[config.mk]
export PLATFORM = sky130hd
export DESIGN_NAME = multi_chan_serial_out
export DESIGN_NICKNAME = d
export VERILOG_FILES = /design/src/rtl/mcso_pkg.sv /design/src/rtl/serial_chan.sv /design/src/rtl/multi_chan_serial_out.sv
export SDC_FILE = /design/constraint.sdc
export NUM_CORES = 1
export LEC_CHECK = 0
export ABC_AREA = 1
export BUFFER_PORTS_ARGS = -buffer_cell sky130_fd_sc_hd__buf_2
export CORE_UTILIZATION = 45
export DETAILED_ROUTE_END_ITERATION = 12
export GPL_TIMING_DRIVEN = 0
export PLACE_DENSITY = 0.69
export SETUP_SLACK_MARGIN = 0.3
export SYNTH_ARGS = -nofsm -noshare
export SYNTH_HDL_FRONTEND = slang
export SYNTH_SLANG_ARGS = --single-unit
export TNS_END_PERCENT = 50
[constraint.sdc]
create_clock -name clk -period 3.2 [get_ports clk]
set_input_delay 0.32 -clock clk [delete_from_list [all_inputs] [get_ports clk]]
set_output_delay 0.32 -clock clk [all_outputs]
set_load 0.02 [all_outputs]
[src/rtl/mcso_pkg.sv]
// mcso_pkg: definitions shared by the multi-channel serial output block.
//   Command op encodings, controller state encodings, default parameter
//   values and a small constant helper for sizing the bit-period counter.
package mcso_pkg;

    typedef logic [1:0] cmd_op_t;

    localparam cmd_op_t OP_LOAD   = 2'b00;
    localparam cmd_op_t OP_COMMIT = 2'b01;
    localparam cmd_op_t OP_STOP   = 2'b10;
    localparam cmd_op_t OP_NOP    = 2'b11;

    localparam logic [0:0] S_IDLE = 1'b0;
    localparam logic [0:0] S_EXEC = 1'b1;

    localparam int DEF_DATA_BIT = 32;
    localparam int DEF_CH_NUM   = 3;
    localparam int DEF_SLOW_DIV = 4;
    localparam int DEF_FAST_DIV = 1;

    function automatic int max_int(input int a, input int b);
        return (a > b) ? a : b;
    endfunction

endpackage

[src/rtl/serial_chan.sv]
// serial_chan: one serial output channel.
//   Holds a shadow copy of (pattern, freq, mode) written by load, copied into
//   the active copy on start or at the end of a repeat pass. Shifts LSB
//   first; each bit lasts FAST_DIV clocks when its freq bit is 1, else
//   SLOW_DIV clocks, timed by a down-counter that ends the bit at zero.
// Ports:
//   clk, rst                 clock, synchronous active-high reset
//   load, load_output,
//   load_freq, load_mode     shadow write strobe and data
//   start                    (re)start from bit 0 with the shadow contents
//   stop                     abort to idle, no done pulse
//   serial_out               current bit, low when idle
//   bit_tick, done_tick      one-clock pulses at bit end / pass end
//   busy                     channel is shifting
module serial_chan
    import mcso_pkg::*;
#(
    parameter int DATA_BIT = DEF_DATA_BIT,
    parameter int SLOW_DIV = DEF_SLOW_DIV,
    parameter int FAST_DIV = DEF_FAST_DIV
) (
    input  logic                clk,
    input  logic                rst,
    input  logic                load,
    input  logic [DATA_BIT-1:0] load_output,
    input  logic [DATA_BIT-1:0] load_freq,
    input  logic                load_mode,
    input  logic                start,
    input  logic                stop,
    output logic                serial_out,
    output logic                bit_tick,
    output logic                done_tick,
    output logic                busy
);
    localparam int CNT_W = $clog2(max_int(SLOW_DIV, FAST_DIV) + 1);
    localparam int IDX_W = (DATA_BIT > 1) ? $clog2(DATA_BIT) : 1;
    localparam logic [CNT_W-1:0] SLOW_LOAD = CNT_W'(SLOW_DIV - 1);
    localparam logic [CNT_W-1:0] FAST_LOAD = CNT_W'(FAST_DIV - 1);
    localparam logic [IDX_W-1:0] LAST_IDX  = IDX_W'(DATA_BIT - 1);

    logic [DATA_BIT-1:0] shadow_output;
    logic [DATA_BIT-1:0] shadow_freq;
    logic                shadow_mode;
    logic [DATA_BIT-1:0] active_output;
    logic [DATA_BIT-1:0] active_freq;
    logic                active_mode;
    logic [IDX_W-1:0]    bit_idx;
    logic [CNT_W-1:0]    bit_cnt;

    // Counter preload: the bit ends on the clock the counter is seen at zero.
    function automatic logic [CNT_W-1:0] period(input logic fast);
        return fast ? FAST_LOAD : SLOW_LOAD;
    endfunction

    always_ff @(posedge clk) begin
        if (rst) begin
            shadow_output <= '0;
            shadow_freq   <= '0;
            shadow_mode   <= 1'b0;
            active_output <= '0;
            active_freq   <= '0;
            active_mode   <= 1'b0;
            bit_idx       <= '0;
            bit_cnt       <= '0;
            serial_out    <= 1'b0;
            bit_tick      <= 1'b0;
            done_tick     <= 1'b0;
            busy          <= 1'b0;
        end else begin
            bit_tick  <= 1'b0;
            done_tick <= 1'b0;
            // Shadow is independent of the running pass; start/reload below
            // read the value from before this edge.
            if (load) begin
                shadow_output <= load_output;
                shadow_freq   <= load_freq;
                shadow_mode   <= load_mode;
            end
            if (stop) begin
                busy       <= 1'b0;
                serial_out <= 1'b0;
            end else if (start) begin
                active_output <= shadow_output;
                active_freq   <= shadow_freq;
                active_mode   <= shadow_mode;
                bit_idx       <= '0;
                bit_cnt       <= period(shadow_freq[0]);
                serial_out    <= shadow_output[0];
                busy          <= 1'b1;
            end else if (busy) begin
                if (bit_cnt != '0) begin
                    bit_cnt <= bit_cnt - CNT_W'(1);
                end else begin
                    bit_tick <= 1'b1;
                    if (bit_idx == LAST_IDX) begin
                        done_tick <= 1'b1;
                        if (active_mode) begin
                            // Repeat: next pass begins on this same edge, no gap.
                            active_output <= shadow_output;
                            active_freq   <= shadow_freq;
                            active_mode   <= shadow_mode;
                            bit_idx       <= '0;
                            bit_cnt       <= period(shadow_freq[0]);
                            serial_out    <= shadow_output[0];
                        end else begin
                            busy       <= 1'b0;
                            serial_out <= 1'b0;
                        end
                    end else begin
                        bit_idx       <= bit_idx + IDX_W'(1);
                        active_output <= active_output >> 1;
                        active_freq   <= active_freq >> 1;
                        serial_out    <= active_output[1];
                        bit_cnt       <= period(active_freq[1]);
                    end
                end
            end
        end
    end

endmodule

[src/rtl/multi_chan_serial_out.sv]
// multi_chan_serial_out: command-driven bank of CH_NUM serial pattern outputs.
//   A two-state controller accepts one command, spends one clock in S_EXEC,
//   and turns it into registered per-channel load/start/stop pulses.
//   Optional feature macro MCSO_SEL_ERR_EN adds sticky o_err, set by a LOAD
//   whose channel select is out of range; without it such LOADs are ignored.
//
//   state  | meaning
//   S_IDLE | ready for a command
//   S_EXEC | one clock while the accepted command takes effect
//
// Ports:
//   clk, rst                     clock, synchronous active-high reset
//   i_cmd_valid / o_cmd_ready    command handshake
//   i_cmd_op                     00 LOAD, 01 COMMIT, 10 STOP, 11 no-op
//   i_cmd_sel                    LOAD target channel
//   i_cmd_mask                   COMMIT/STOP channel mask
//   i_cmd_output, i_cmd_freq,
//   i_cmd_mode                   LOAD pattern, per-bit speed, repeat flag
//   o_serial_out, o_bit_tick,
//   o_done_tick, o_busy          per-channel outputs
//   o_err                        sticky bad-select flag (MCSO_SEL_ERR_EN only)
module multi_chan_serial_out
    import mcso_pkg::*;
#(
    parameter int DATA_BIT = DEF_DATA_BIT,
    parameter int CH_NUM   = DEF_CH_NUM,
    parameter int SLOW_DIV = DEF_SLOW_DIV,
    parameter int FAST_DIV = DEF_FAST_DIV
) (
    input  logic                clk,
    input  logic                rst,
    input  logic                i_cmd_valid,
    output logic                o_cmd_ready,
    input  logic [1:0]          i_cmd_op,
    input  logic [3:0]          i_cmd_sel,
    input  logic [CH_NUM-1:0]   i_cmd_mask,
    input  logic [DATA_BIT-1:0] i_cmd_output,
    input  logic [DATA_BIT-1:0] i_cmd_freq,
    input  logic                i_cmd_mode,
    output logic [CH_NUM-1:0]   o_serial_out,
    output logic [CH_NUM-1:0]   o_bit_tick,
    output logic [CH_NUM-1:0]   o_done_tick,
    output logic [CH_NUM-1:0]   o_busy
`ifdef MCSO_SEL_ERR_EN
    ,
    output logic                o_err
`endif
);
    logic [0:0]          state;
    logic                accept;
    logic [CH_NUM-1:0]   load_pulse;
    logic [CH_NUM-1:0]   start_pulse;
    logic [CH_NUM-1:0]   stop_pulse;
    logic [DATA_BIT-1:0] cmd_output_q;
    logic [DATA_BIT-1:0] cmd_freq_q;
    logic                cmd_mode_q;

    // Ready is held low for the whole reset, not only after the first edge.
    assign o_cmd_ready = (state == S_IDLE) && !rst;
    assign accept      = i_cmd_valid && o_cmd_ready;

    always_ff @(posedge clk) begin
        if (rst) begin
            state        <= S_IDLE;
            load_pulse   <= '0;
            start_pulse  <= '0;
            stop_pulse   <= '0;
            cmd_output_q <= '0;
            cmd_freq_q   <= '0;
            cmd_mode_q   <= 1'b0;
        end else begin
            load_pulse  <= '0;
            start_pulse <= '0;
            stop_pulse  <= '0;
            case (state)
                S_IDLE: begin
                    if (accept) begin
                        state <= S_EXEC;
                        case (i_cmd_op)
                            OP_LOAD: begin
                                // Out-of-range select matches no channel.
                                for (int c = 0; c < CH_NUM; c++) begin
                                    load_pulse[c] <= (i_cmd_sel == 4'(c));
                                end
                                cmd_output_q <= i_cmd_output;
                                cmd_freq_q   <= i_cmd_freq;
                                cmd_mode_q   <= i_cmd_mode;
                            end
                            OP_COMMIT: start_pulse <= i_cmd_mask;
                            OP_STOP:   stop_pulse  <= i_cmd_mask;
                            default:   ;
                        endcase
                    end
                end
                default: state <= S_IDLE;
            endcase
        end
    end

`ifdef MCSO_SEL_ERR_EN
    always_ff @(posedge clk) begin
        if (rst) begin
            o_err <= 1'b0;
        end else if (accept && (i_cmd_op == OP_LOAD)
                     && ({1'b0, i_cmd_sel} >= 5'(CH_NUM))) begin
            o_err <= 1'b1;
        end
    end
`endif

    for (genvar c = 0; c < CH_NUM; c++) begin : g_chan
        serial_chan #(
            .DATA_BIT (DATA_BIT),
            .SLOW_DIV (SLOW_DIV),
            .FAST_DIV (FAST_DIV)
        ) u_chan (
            .clk         (clk),
            .rst         (rst),
            .load        (load_pulse[c]),
            .load_output (cmd_output_q),
            .load_freq   (cmd_freq_q),
            .load_mode   (cmd_mode_q),
            .start       (start_pulse[c]),
            .stop        (stop_pulse[c]),
            .serial_out  (o_serial_out[c]),
            .bit_tick    (o_bit_tick[c]),
            .done_tick   (o_done_tick[c]),
            .busy        (o_busy[c])
        );
    end

endmodule

# Word-level counts from Yosys, hierarchy flattened
# Index checks and enable logic that the tools add are counted.
[word_totals]
regBits = 501
inputBits = 77
output_inout_bits = 13
word_cells = 234
[classes]
add_sub_neg = 6
eq_ne = 16
muxes = 118
bitwise = 11
reduce_logical = 40
[ops]
columns = ["operator", "n"]
rows = [
  ["two-way mux 32 bit", 30],
  ["two-way mux 5 bit", 15],
  ["two-way mux 1 bit", 52],
  ["two-way mux 3 bit", 15],
  ["AND reduction 4 bit", 6],
  ["OR reduction 4 bit", 6],
  ["adder 5 x 1 -> 5 bit, second input constant", 3],
  ["equality test 5 bit, second input constant", 3],
  ["OR reduction 5 bit", 3],
  ["two-way mux 2 bit", 6],
  ["!= test 4 x 2 -> 1 bit, second input constant", 3],
  ["AND reduction 3 bit", 4],
  ["nonzero test 2 bit", 6],
  ["inverter 1 bit", 11],
  ["!= test 3 x 2 -> 1 bit, second input constant", 3],
  ["nonzero test 3 bit", 3],
  ["subtractor 3 x 1 -> 3 bit, second input constant", 3],
  ["OR reduction 2 bit", 4],
  ["!= test 2 bit, second input constant", 3],
  ["AND reduction 2 bit", 3],
  ["equality test 4 x 1 -> 1 bit, second input constant", 1],
  ["equality test 4 x 2 -> 1 bit, second input constant", 1],
  ["logical NOT 4 bit", 1],
  ["equality test 2 x 1 -> 1 bit, second input constant", 1],
  ["4 further kinds", 5],
]

# Logic depth before layout (Yosys ltp)
# Gate-level depths: netlist of the first run.
[depth]
ltp_word = 6
depth_mapped = 11

# Modules after synthesis
# A second synthesis of the first run with hierarchy kept.
[unflattened]
cells_unflattened = 3167
area_unflattened_um2 = 21544.4
[by_module_without_submodules]
columns = ["module", "instances", "cells_per_inst", "area_per_inst_um2", "seq_area_each_um2"]
rows = [
  ["serial_chan", 3, 859, 5963.2, 2802.7],
  ["multi_chan_serial_out", 1, 590, 3654.8, 1501.4],
]

# Worst setup path before layout of the first run
# Ideal clock, no wire load.
[synth_timing]
kind = "register to register"
startpoint = "reg g_chan[0].u_chan.bit_idx[0]"
endpoint = "reg g_chan[0].u_chan.active_freq[30]"
setup_ns = 0.070
arrival_ns = 1.700
required_time_ns = 3.130
path_slack_ns = 1.430
stages_incl_launch_ff = 11
path_buffers = 1
period_less_slack_ns = 1.770
path_cell_list = "dfxtp_1 -> ha_1 -> nand2_1 -> nor2_1 -> ha_1 -> nor2_1 -> inv_2 -> clkbuf_1 -> o21ai_0 -> nand2_1 -> a21oi_1"
[synth_via]
elab_chain_cells = 5
[synth_lines]
columns = ["item", "line_no", "source"]
rows = [
  ["start, declared", "serial_chan.sv:47", "logic [IDX_W-1:0] bit_idx;"],
  ["start signal, assigned", "serial_chan.sv:110", "bit_idx <= bit_idx + IDX_W'(1);"],
  ["equality test 5 bit *", "serial_chan.sv:95", "if (bit_idx == LAST_IDX) begin"],
  ["two-way mux 32 bit", "serial_chan.sv:95", ""],
  ["two-way mux 32 bit", "serial_chan.sv:91", "if (bit_cnt != '0) begin"],
  ["two-way mux 32 bit", "serial_chan.sv:90", "end else if (busy) begin"],
  ["two-way mux 32 bit", "serial_chan.sv:82", "end else if (start) begin"],
  ["end signal, assigned", "serial_chan.sv:84", "active_freq <= shadow_freq;"],
  ["end signal, assigned", "serial_chan.sv:100", "active_freq <= shadow_freq;"],
  ["end signal, assigned", "serial_chan.sv:112", "active_freq <= active_freq >> 1;"],
  ["end, declared", "serial_chan.sv:45", "logic [DATA_BIT-1:0] active_freq;"],
]
# Mark *: on every way between the ends. The rest lies on a longest branch, timed or not. The select of a mux whose other input is x is not followed.
# A chain may end at the register's enable or synchronous reset.

# Worst setup path after layout of the first run
[layout_timing]
startpoint = "reg g_chan[0].u_chan.bit_idx[0]"
endpoint = "reg g_chan[0].u_chan.active_output[30]"
[layout_via]
elab_chain_cells = 5
[layout_lines]
columns = ["item", "line_no", "source"]
rows = [
  ["equality test 5 bit *", "serial_chan.sv:95", ""],
  ["two-way mux 32 bit", "serial_chan.sv:95", ""],
  ["two-way mux 32 bit", "serial_chan.sv:91", ""],
  ["two-way mux 32 bit", "serial_chan.sv:90", ""],
  ["two-way mux 32 bit", "serial_chan.sv:82", ""],
  ["end signal, assigned", "serial_chan.sv:83", "active_output <= shadow_output;"],
  ["end signal, assigned", "serial_chan.sv:99", "active_output <= shadow_output;"],
  ["end signal, assigned", "serial_chan.sv:111", "active_output <= active_output >> 1;"],
  ["end, declared", "serial_chan.sv:44", "logic [DATA_BIT-1:0] active_output;"],
]
# Marked as above.

==> key figures, run 1 <==
Final layout
  – Multi-input logic area: between 8000 and 9000 sq um
  – Reg area: approximately 9900 sq um
  – Post-synthesis to final-layout area growth: 15.8%
  – Final Util: between 50% and 60%
  – Filler cell count: between 4,000 and 5,000
  – NumNets Final: 2,945
  – Layout cell share with drive strength beyond 1: 9.13%
  – Non-Filler Instances: ~3,500
  – Finished Cell Area: 22,800 sq um
  – N_diodes: 0

Logic synthesis
  – Post-synthesis mux area share: 0%
  – Post-synthesis compound-gate area fraction: around a fifth
  – Avg Cell Area, Syn: approximately 7.3 sq um
  – Adder-cell share of the synthesized area: less than 1%
  – Syn. warnings: 0
  – Seq/Total Area, Yosys: around half
  – Synth top area cells: dfxtp_1 50%, nand2_1 17%, a21oi_1 12%, o21ai_0 9.1%, clkbuf_1 2.7%
  – Post-Syn Instances: around 2,700
  – Post-Synth Simple-Gate Area: roughly a fifth
  – Syn_nets: 2,785
  – Distinct cells, synth: 30
  – Leading area contributor after synthesis: dfxtp_1
  – Top-area cell type share of the netlist area: 50.4%
  – Mapped Area: 19,700 sq um
  – Seq cells post-synth: 495
  – Post-synthesis xor/xnor area fraction: less than 1%
  – Combinational family with the most area after synthesis: compound AO/OA/AOI/OAI gates

Worst setup path
  – Crit path kind: flip-flop to flip-flop
  – Critical path launch point type: flip-flop
  – Crit. End Element: flip-flop
  – WP data arrival: 3.45 ns
  – CP peak stage delay: between 0.7 and 0.8 ns
  – Required @ worst endpoint: approximately 3.7 ns
  – Crit-path max FO: 10
  – CP Cell Sequence: ha_1, nand2_1, nor2_1, ha_1, nor2_1, inv_2, clkbuf_1, o21ai_0, nand2_1, a21oi_1
  – Slowest CP cell: nor2_1
  – R2R depth: 10

Floorplan
  – Die X-Extent: 211 microns
  – Core ar.: ~43,000 sq um
  – Initial Util: a little under half
  – Die H: 211 microns
  – IO Pins: 90
  – Row cnt: 76
  – Die ar.: around 45,000 sq um

Clock network
  – CTS sink cnt: slightly below 500
  – PostCTS Resize Cnt: 0
  – TritonCTS clock tree: done
  – Clock buffer depth: 3
  – H-Tree Depth: 2
  – Clk slew on worst S/H paths: roughly 0.06 ns
  – CTS Buf Count: 51
  – CTS root buf: clkbuf_16
  – Clock insertion delay at the later pin of the skew report: roughly 0.6 ns

Timing
  – Final hold violations: 0
  – Crit share post-route: approximately nine tenths
  – RSZ-0062 raised after global routing: yes
  – Clock Skew: ~0.010 ns
  – Number of setup violations in the final report: 0
  – Slew HR: 29.8%
  – Setup TNS: 0 ns
  – Slew @ Worst Pin: between 1 and 1.5 ns
  – Final min period: 2.93 ns
  – FMAX: 341 MHz
  – Max Transition Viols Final: 0

Global routing
  – First-pass GRT wire length: slightly below 90,000 microns
  – Largest net degree at the start of global routing: 14
  – Initial antenna violation count: 1
  – Global routing's busiest layer: met2
  – Met1 GRT Util: roughly 34%
  – Grt met2 use: approximately 40%
  – M3 GR Usage: around 4.7%
  – Vias in the first global route: approximately 17,000
  – Total global routing overflow: 0
  – Total global-route track usage: 24.9%

Placement
  – IO buf count: approximately 90
  – Detailed Place HPWL: between 40,000 and 50,000 microns
  – Post-place instance area: roughly 21,000 sq um
  – Post-Place Cells: 3,367
  – GPL Wtd Cong: 0.933

Drt
  – Detailed-route vias per instance: 5.30
  – Drt total wl: around 56,000 microns
  – WL/cell: between 15 and 20 microns
  – Drc violations: 0
  – Vias: about 18,000
  – Initial DRC count: ~1,700
  – Pre-antenna DRT Iters: 5
  – ANT nets after route: 0

Power
  – VDD IR max: slightly above 0.0004 V
  – Pwr dens: between 500 and 600 nW/um^2
  – P_leak: 9.10 nW

Hold path
  – Hold depth: 3
  – Min-delay worst type: input port to flip-flop

Flow run
  – Max_cap viols: 0

Status
  – Outcome: finished clean
-- report_power, final --
| part | internal, mW | switching (mW) |
|---|---|---|
| Clock | 3.71 | 2.47 |
| Sequential | 6.21 | 0.0233 |
| Combinational | 0.156 | 0.399 |
-- synth_stat cells --
| master | count |
|---|---|
| buf_2 | 33 |
| clkbuf_1 | 142 |
| nand3_2 | 4 |
| inv_2 | 5 |
| nor2_8 | 1 |
| nand2_1 | 912 |
| nor3b_1 | 1 |
| nor2_1 | 70 |
| inv_1 | 113 |
| nor3_1 | 6 |
| nor2_2 | 6 |
| a21oi_1 | 452 |
| nand4_1 | 4 |
| clkinv_1 | 1 |
| or2_2 | 7 |
| nand2_2 | 3 |
| o21ai_0 | 359 |
| xor2_1 | 1 |
| ha_1 | 15 |
| nand3b_1 | 2 |
| buf_6 | 7 |
| nor2_4 | 2 |
| o31ai_1 | 1 |
| o21a_1 | 2 |
| buf_4 | 21 |
| nor4_1 | 5 |
| a211oi_1 | 1 |
| dfxtp_1 | 495 |
| nand3_1 | 21 |
| buf_1 | 1 |
-- layer usage --
layer / vias to the layer above / part of all wire (%)
li1: 9066 / -
met1: 8614 / 45
met2: 617 / 44
met3: 119 / 7.3
met4: 2 / 3.4
met5: - / 0.020
-- worst paths after layout --
path,slack (ns),start,end
worst max-delay path,0.27,g_chan[0].u_chan.bit_idx[0]$_SDFFE_PP0P_,g_chan[0].u_chan.active_output[30]$_SDFFE_PP0P_
worst min-delay path,0.03,i_cmd_freq[10],cmd_freq_q[10]$_SDFFE_PP0P_
worst max register to register,0.27,g_chan[0].u_chan.bit_idx[0]$_SDFFE_PP0P_,g_chan[0].u_chan.active_output[30]$_SDFFE_PP0P_
worst min register to register,0.46,g_chan[1].u_chan.active_output[19]$_SDFFE_PP0P_,g_chan[1].u_chan.active_output[19]$_SDFFE_PP0P_
-- sequential cells by signal, indices dropped and copies added, names as in the netlist, 9 cells and up --
register / count
g_chan.u_chan.shadow_freq: 96
g_chan.u_chan.shadow_output: 96
g_chan.u_chan.active_freq: 93
g_chan.u_chan.active_output: 93
cmd_freq_q: 32
cmd_output_q: 32
g_chan.u_chan.bit_idx: 15
g_chan.u_chan.bit_cnt: 9
-- layout make-up --
class | count | area share, %
clock buffer | 79 | 6.96
sequential | 495 | 43.5
tap | 585 | 3.21
multi-input combinational | 1875 | 36.7
timing repair buffer | 107 | 2.71
inverter | 119 | 1.96
clock inverter | 14 | 0.769
buffer | 204 | 4.12
-- cell usage in the layout, fill, tap and decap left out, drive strengths merged --
master,instances
dfxtp,495
or2,7
nand3b,2
o21a,2
o31ai,1
nor3b,1
xor2,1
bufinv,4
a21oi,452
nand2,915
nand3,25
nor3,6
o21ai,359
clkbuf,221
inv,118
clkinvlp,2
a211oi,1
buf,154
nand4,4
ha,15
nor4,5
nor2,79
dlygate4sd3,15
clkinv,9
-- logic make-up after synthesis --
kind of cell | Yosys count
fa+ha+maj | 15
compound gates | 815
flops | 495
simple gates | 1044
buf+inv | 323
xor+xnor | 1
-- stage by stage --
| step | total power, mW | worst slack, ns | hold WS (ns) |
|---|---|---|---|
| 2_1_floorplan | 6.67 | 1.43 | 0.397 |
| 3_3_place_gp | 6.89 | 0.455 | 0.438 |
| 3_5_place_dp | 6.90 | 0.392 | 0.453 |
| 4_1_cts | 13.0 | 0.373 | 0.00193 |
| 5_1_grt | 13.4 | 0.218 | 0.0247 |
| 6_report | 13.0 | 0.268 | 0.0287 |
-- worst max-delay path: cells and delay by family, from the launching register on --
kind / cells / cell delay [ns]
AND/OR/NAND/NOR: 4 / 1.02
buffers and inverters: 2 / 0.66
AO/OA/AOI/OAI: 2 / 0.45
adder cells (fa/ha/maj): 2 / 0.40
flip-flops: 1 / 0.33
-- timing repair --
action / CTS / global route
endpoints found under the hold margin: 17 / 0
hold buffers: 15 / 0
setup buffers: 0 / 3
endpoints found under the setup margin: 0 / 3
No activity file was read; power rests on OpenSTA's default activity.
==> inputs of run 2 (changes only) <==
Settings changed: CORE_ASPECT_RATIO set to 0.8.
==> key figures, run 2 (synthesis gave the netlist of run 1 again) <==
Power
  – Pwr dens: about 570 nW/um^2
  – P_leak: ~9 nW
  – VDD IR max: approximately 0.00053 V
  – Total power: 12.7 mW

Floorplan
  – Row cnt: 68
  – Die X-Extent: approximately 240 microns
  – Initial Util: a little under half
  – Die ar.: approximately 45,000 sq um
  – IO Pins: 90
  – Core ar.: 43,100 sq um
  – Die H: approximately 190 microns

Worst setup path
  – CP Cell Sequence: ha_1, nand2_1, nor2_1, ha_1, nor2_2, inv_2, clkbuf_1, o21ai_0, nand2_1, a21oi_1
  – CP peak stage delay: slightly below 0.6 ns
  – Slowest CP cell: nor2_2
  – Buffers and inverters on the worst path: 2
  – Crit-path max FO: 10
  – Crit. End Element: flip-flop
  – Crit path kind: flip-flop to flip-flop
  – Required @ worst endpoint: between 3 and 4 ns
  – CP delay by family, top: simple AND/OR/NAND/NOR gates
  – WP data arrival: 3.30 ns
  – Critical path launch point type: flip-flop

Global routing
  – Vias in the first global route: between 15,000 and 20,000
  – Largest net degree at the start of global routing: 15
  – Total global routing overflow: 0
  – Initial antenna violation count: 1
  – Total global-route track usage: approximately 25%
  – First-pass GRT wire length: 88,400 microns

Clock network
  – Clock insertion delay at the later pin of the skew report: around 0.57 ns
  – CTS Buf Count: 48
  – CTS root buf: clkbuf_16
  – CTS sink cnt: between 400 and 500
  – TritonCTS clock tree: done
  – Clk slew on worst S/H paths: approximately 0.070 ns
  – H-Tree Depth: 2
  – Buffer count from post-CTS setup fixing: 0
  – Clock buffer depth: 3

Timing
  – Crit share post-route: 87.7%
  – Hold slack final: approximately 0.012 ns
  – Slew @ Worst Pin: 1.08 ns
  – Setup WS post-layout: 0.394 ns
  – Final min period: 2.81 ns
  – FMAX: between 300 and 400 MHz
  – Slew HR: between 20 and 30%
  – Number of setup violations in the final report: 0
  – Max Transition Viols Final: 0
  – Final hold violations: 0
  – Clock Skew: between 0.015 and 0.02 ns
  – RSZ-0062 raised after global routing: no
  – Setup TNS: 0 ns

Placement
  – IO buf count: 89
  – GPL Wtd Cong: 0.910
  – Post-place instance area: roughly 21,000 sq um
  – Post-Place Cells: roughly 3,300
  – Setup WS pre-CTS: between 0.15 and 0.2 ns
  – Detailed Place HPWL: around 42,000 microns

Drt
  – Detailed-route vias per instance: 5.34
  – WL/cell: between 15 and 20 microns
  – Pre-antenna DRT Iters: 5
  – Drt total wl: approximately 56,000 microns
  – Drc violations: 0
  – ANT nets after route: 0
  – Initial DRC count: approximately 1,900
  – Vias: 18,300

Final layout
  – Layout cell share with drive strength beyond 1: a little under a tenth
  – N_diodes: 0
  – Commonest non-fill, non-tap cell in the layout: nand2_1
  – Final Util: a little over half
  – Leading cell types in the layout, fill and taps excluded: 912 x nand2_1, 495 x dfxtp_1, 452 x a21oi_1, 359 x o21ai_0, 148 x clkbuf_1
  – Largest regs: g_chan.u_chan.shadow_freq x96, g_chan.u_chan.shadow_output x96
  – Post-synthesis to final-layout area growth: 14.4%
  – Finished Cell Area: between 20,000 and 25,000 sq um
  – Non-Filler Instances: about 3,400
  – NumNets Final: slightly below 3,000

Flow run
  – Max_cap viols: 0

Hold path
  – Min-delay worst type: input port to flip-flop

Status
  – Outcome: finished clean
==> run 2: cell types whose count changed in the layout (fill, tap and decap cells not counted), sizes merged, moves of 2 or more <==
cell / before / now
buf: 154 / 151
inv: 118 / 120
clkbuf: 221 / 206
bufinv: 4 / 6
dlygate4sd3: 15 / 4
clkinv: 9 / 14
==> run 2: per-layer routing <==
metal / track usage [%] / wire (microns)
met5: 0 / 0
met4: 7.87 / 1520
met3: 3.92 / 4230
met2: 38.0 / 24100
met1: 35.6 / 26400
==> run 2: area by class of cell <==
class                   instances  area (sq um)
repair buffers                 93           485
well taps                     560           701
plain buffers                 204           938
fillers                      4164         20600
flip-flops and latches        495          9910
clock buffers                  64          1370
multi-input cells            1875          8370
inverters                     119           447
clock inverters                22           274
==> run 2: final timing paths <==
path,start,to,slack [ns],cells past startpoint
setup / recovery,g_chan[0].u_chan.bit_idx[0]$_SDFFE_PP0P_,g_chan[0].u_chan.active_freq[30]$_SDFFE_PP0P_,0.39,10
hold / removal,i_cmd_mask[2],stop_pulse[2]$_SDFF_PP0_,0.01,3
setup reg to reg,g_chan[0].u_chan.bit_idx[0]$_SDFFE_PP0P_,g_chan[0].u_chan.active_freq[30]$_SDFFE_PP0P_,0.39,10
hold reg to reg,state$_SDFF_PP0_,state$_SDFF_PP0_,0.46,1
==> run 2: report_power, final <==
group | switching (mW) | internal (mW) | total, mW
registers | 0.0233 | 6.21 | 6.24
logic | 0.398 | 0.147 | 0.545
clock network | 2.44 | 3.50 | 5.94
total | 2.86 | 9.86 | 12.7
==> run 2: worst min-delay path, cell delays in order <==
cell    delay [ns]
buf_2         0.07
inv_1         0.06
nor2_1        0.09
==> run 2: what timing repair did <==
action / CTS / global route
gates resized for setup: 1 / 0
hold buffers: 4 / 0
endpoints found under the hold margin: 3 / 0
setup endpoints to repair: 2 / 0
==> inputs of run 3 (changes only) <==
Settings changed: CORE_ASPECT_RATIO 0.8 to 0.7, SLEW_MARGIN set to 20.
Clock period 3.2 ns to 3.1 ns, I/O delays scaled along.
==> key figures, run 3 (synthesis gave the netlist of run 1 again) <==
Status
  – Outcome: finished clean

Placement
  – Setup WS pre-CTS: 0.136 ns
  – Detailed Place HPWL: around 42,000 microns
  – GPL Wtd Cong: between 0.9 and 1
  – Post-Place Cells: roughly 3,400
  – IO buf count: 89

Floorplan
  – Core ar.: 42,700 sq um
  – Die ar.: approximately 45,000 sq um
  – Initial Util: 46.0%
  – Row cnt: 63
  – IO Pins: 90
  – Die H: around 180 microns
  – Die X-Extent: between 200 and 300 microns

Worst setup path
  – Crit. End Element: flip-flop
  – Critical path launch point type: flip-flop
  – Required @ worst endpoint: 3.58 ns
  – Crit path kind: flip-flop to flip-flop
  – Crit-path max FO: 10
  – WP data arrival: about 3.2 ns

Global routing
  – Vias in the first global route: 16,500
  – Initial antenna violation count: 0
  – Largest net degree at the start of global routing: 15
  – Total global routing overflow: 0
  – First-pass GRT wire length: slightly above 90,000 microns
  – Total global-route track usage: between 20% and 30%

Drt
  – Vias: ~19,000
  – Drc violations: 0
  – Pre-antenna DRT Iters: 5
  – Drt total wl: ~60,000 microns
  – ANT nets after route: 0
  – WL/cell: between 15 and 20 microns
  – Initial DRC count: ~1,900
  – Detailed-route vias per instance: 5.35

Timing
  – RSZ-0062 raised after global routing: no
  – Slew HR: slightly below 30%
  – Final min period: around 2.7 ns
  – Slew @ Worst Pin: 1.06 ns
  – FMAX: between 300 and 400 MHz
  – Crit share post-route: 87.7%
  – Hold slack final: 0.0237 ns
  – Number of setup violations in the final report: 0
  – Max Transition Viols Final: 0
  – Setup WS post-layout: 0.380 ns
  – Clock Skew: around 0.012 ns
  – Final hold violations: 0

Final layout
  – N_diodes: 0
  – NumNets Final: about 3,000
  – Layout cell share with drive strength beyond 1: between 8 and 9%
  – Largest regs: g_chan.u_chan.shadow_freq x96, g_chan.u_chan.shadow_output x96
  – Final Util: around 53%
  – Post-synthesis to final-layout area growth: 14.2%
  – Leading cell types in the layout, fill and taps excluded: 912 x nand2_1, 495 x dfxtp_1, 452 x a21oi_1, 358 x o21ai_0, 152 x clkbuf_1
  – Commonest non-fill, non-tap cell in the layout: nand2_1
  – Non-Filler Instances: roughly 3,500

Power
  – Pwr dens: ~570 nW/um^2
  – P_leak: between 8 and 9 nW
  – Total power: 12.7 mW
  – VDD IR max: around 0.00044 V

Flow run
  – Max_cap viols: 0

Clock network
  – CTS Buf Count: 47
  – H-Tree Depth: 2
  – Clock buffer depth: 3
  – Clk slew on worst S/H paths: about 0.06 ns
  – Clock insertion delay at the later pin of the skew report: about 0.56 ns
  – CTS root buf: clkbuf_16
  – CTS sink cnt: between 400 and 500
  – TritonCTS clock tree: done

Hold path
  – Min-delay worst type: input port to flip-flop
run 3: changes by cell type in the layout (fill, tap and decap cells not counted), sizes merged:
cell	change
buf	+3
bufinv	-4
inv	-2
clkbuf	+6
dlygate4sd3	+1
clkinv	-9
clkinvlp	+3
clkdlybuf4s15	+1
run 3: per-stage QoR:
stage	area, sq um	setup TNS (ns)
after global routing	22500	0
after global placement	20800	-0.345
after floorplan	19700	0
after detailed placement	20800	0
after CTS	22400	0
final	22500	0
run 3: final timing paths:
kind,startpoint,end,slack [ns],cells after the start
max,g_chan[0].u_chan.bit_idx[0]$_SDFFE_PP0P_,g_chan[0].u_chan.active_output[30]$_SDFFE_PP0P_,0.38,10
min,i_cmd_sel[2],load_pulse[2]$_SDFF_PP0_,0.02,3
max reg2reg,g_chan[0].u_chan.bit_idx[0]$_SDFFE_PP0P_,g_chan[0].u_chan.active_output[30]$_SDFFE_PP0P_,0.38,10
min reg2reg,state$_SDFF_PP0_,state$_SDFF_PP0_,0.45,1
run 3: routing by layer:
metal	vias to the layer above	track usage, %	wire, microns
met5	-	0	0
met1	8671	36.3	26500
met4	0	8.46	1550
li1	9042	-	-
met3	91	4.19	4690
met2	699	40.1	25600
run 3: power breakdown:
group	internal, mW	switching [mW]
Clock	3.29	2.45
Sequential	6.41	0.0252
Combinational	0.155	0.407
run 3: area by class of cell:
class                   count  area (sq um)
fillers                  4122         20300
flip-flops and latches    495          9910
multi-input cells        1875          8380
clock buffers              71          1410
plain buffers             204           946
well taps                 585           732
repair buffers             97           518
inverters                 119           447
clock inverters            10           110
run 3: what timing repair did:
action	CTS	global route
resized for setup	2	5
hold buffers	5	0
endpoints found under the hold margin	8	0
pin swaps	0	1
endpoints found under the setup margin	4	22
buffers inserted	0	3
run 3: critical path, cell delays in order, from the launching register on:
cell	delay, ns
dfxtp_1	0.33
ha_1	0.21
nand2_1	0.09
nor2_1	0.06
ha_1	0.22
nor2_4	0.39
inv_2	0.28
clkbuf_1	0.36
o21ai_0	0.48
nand2_1	0.11
a21oi_1	0.12
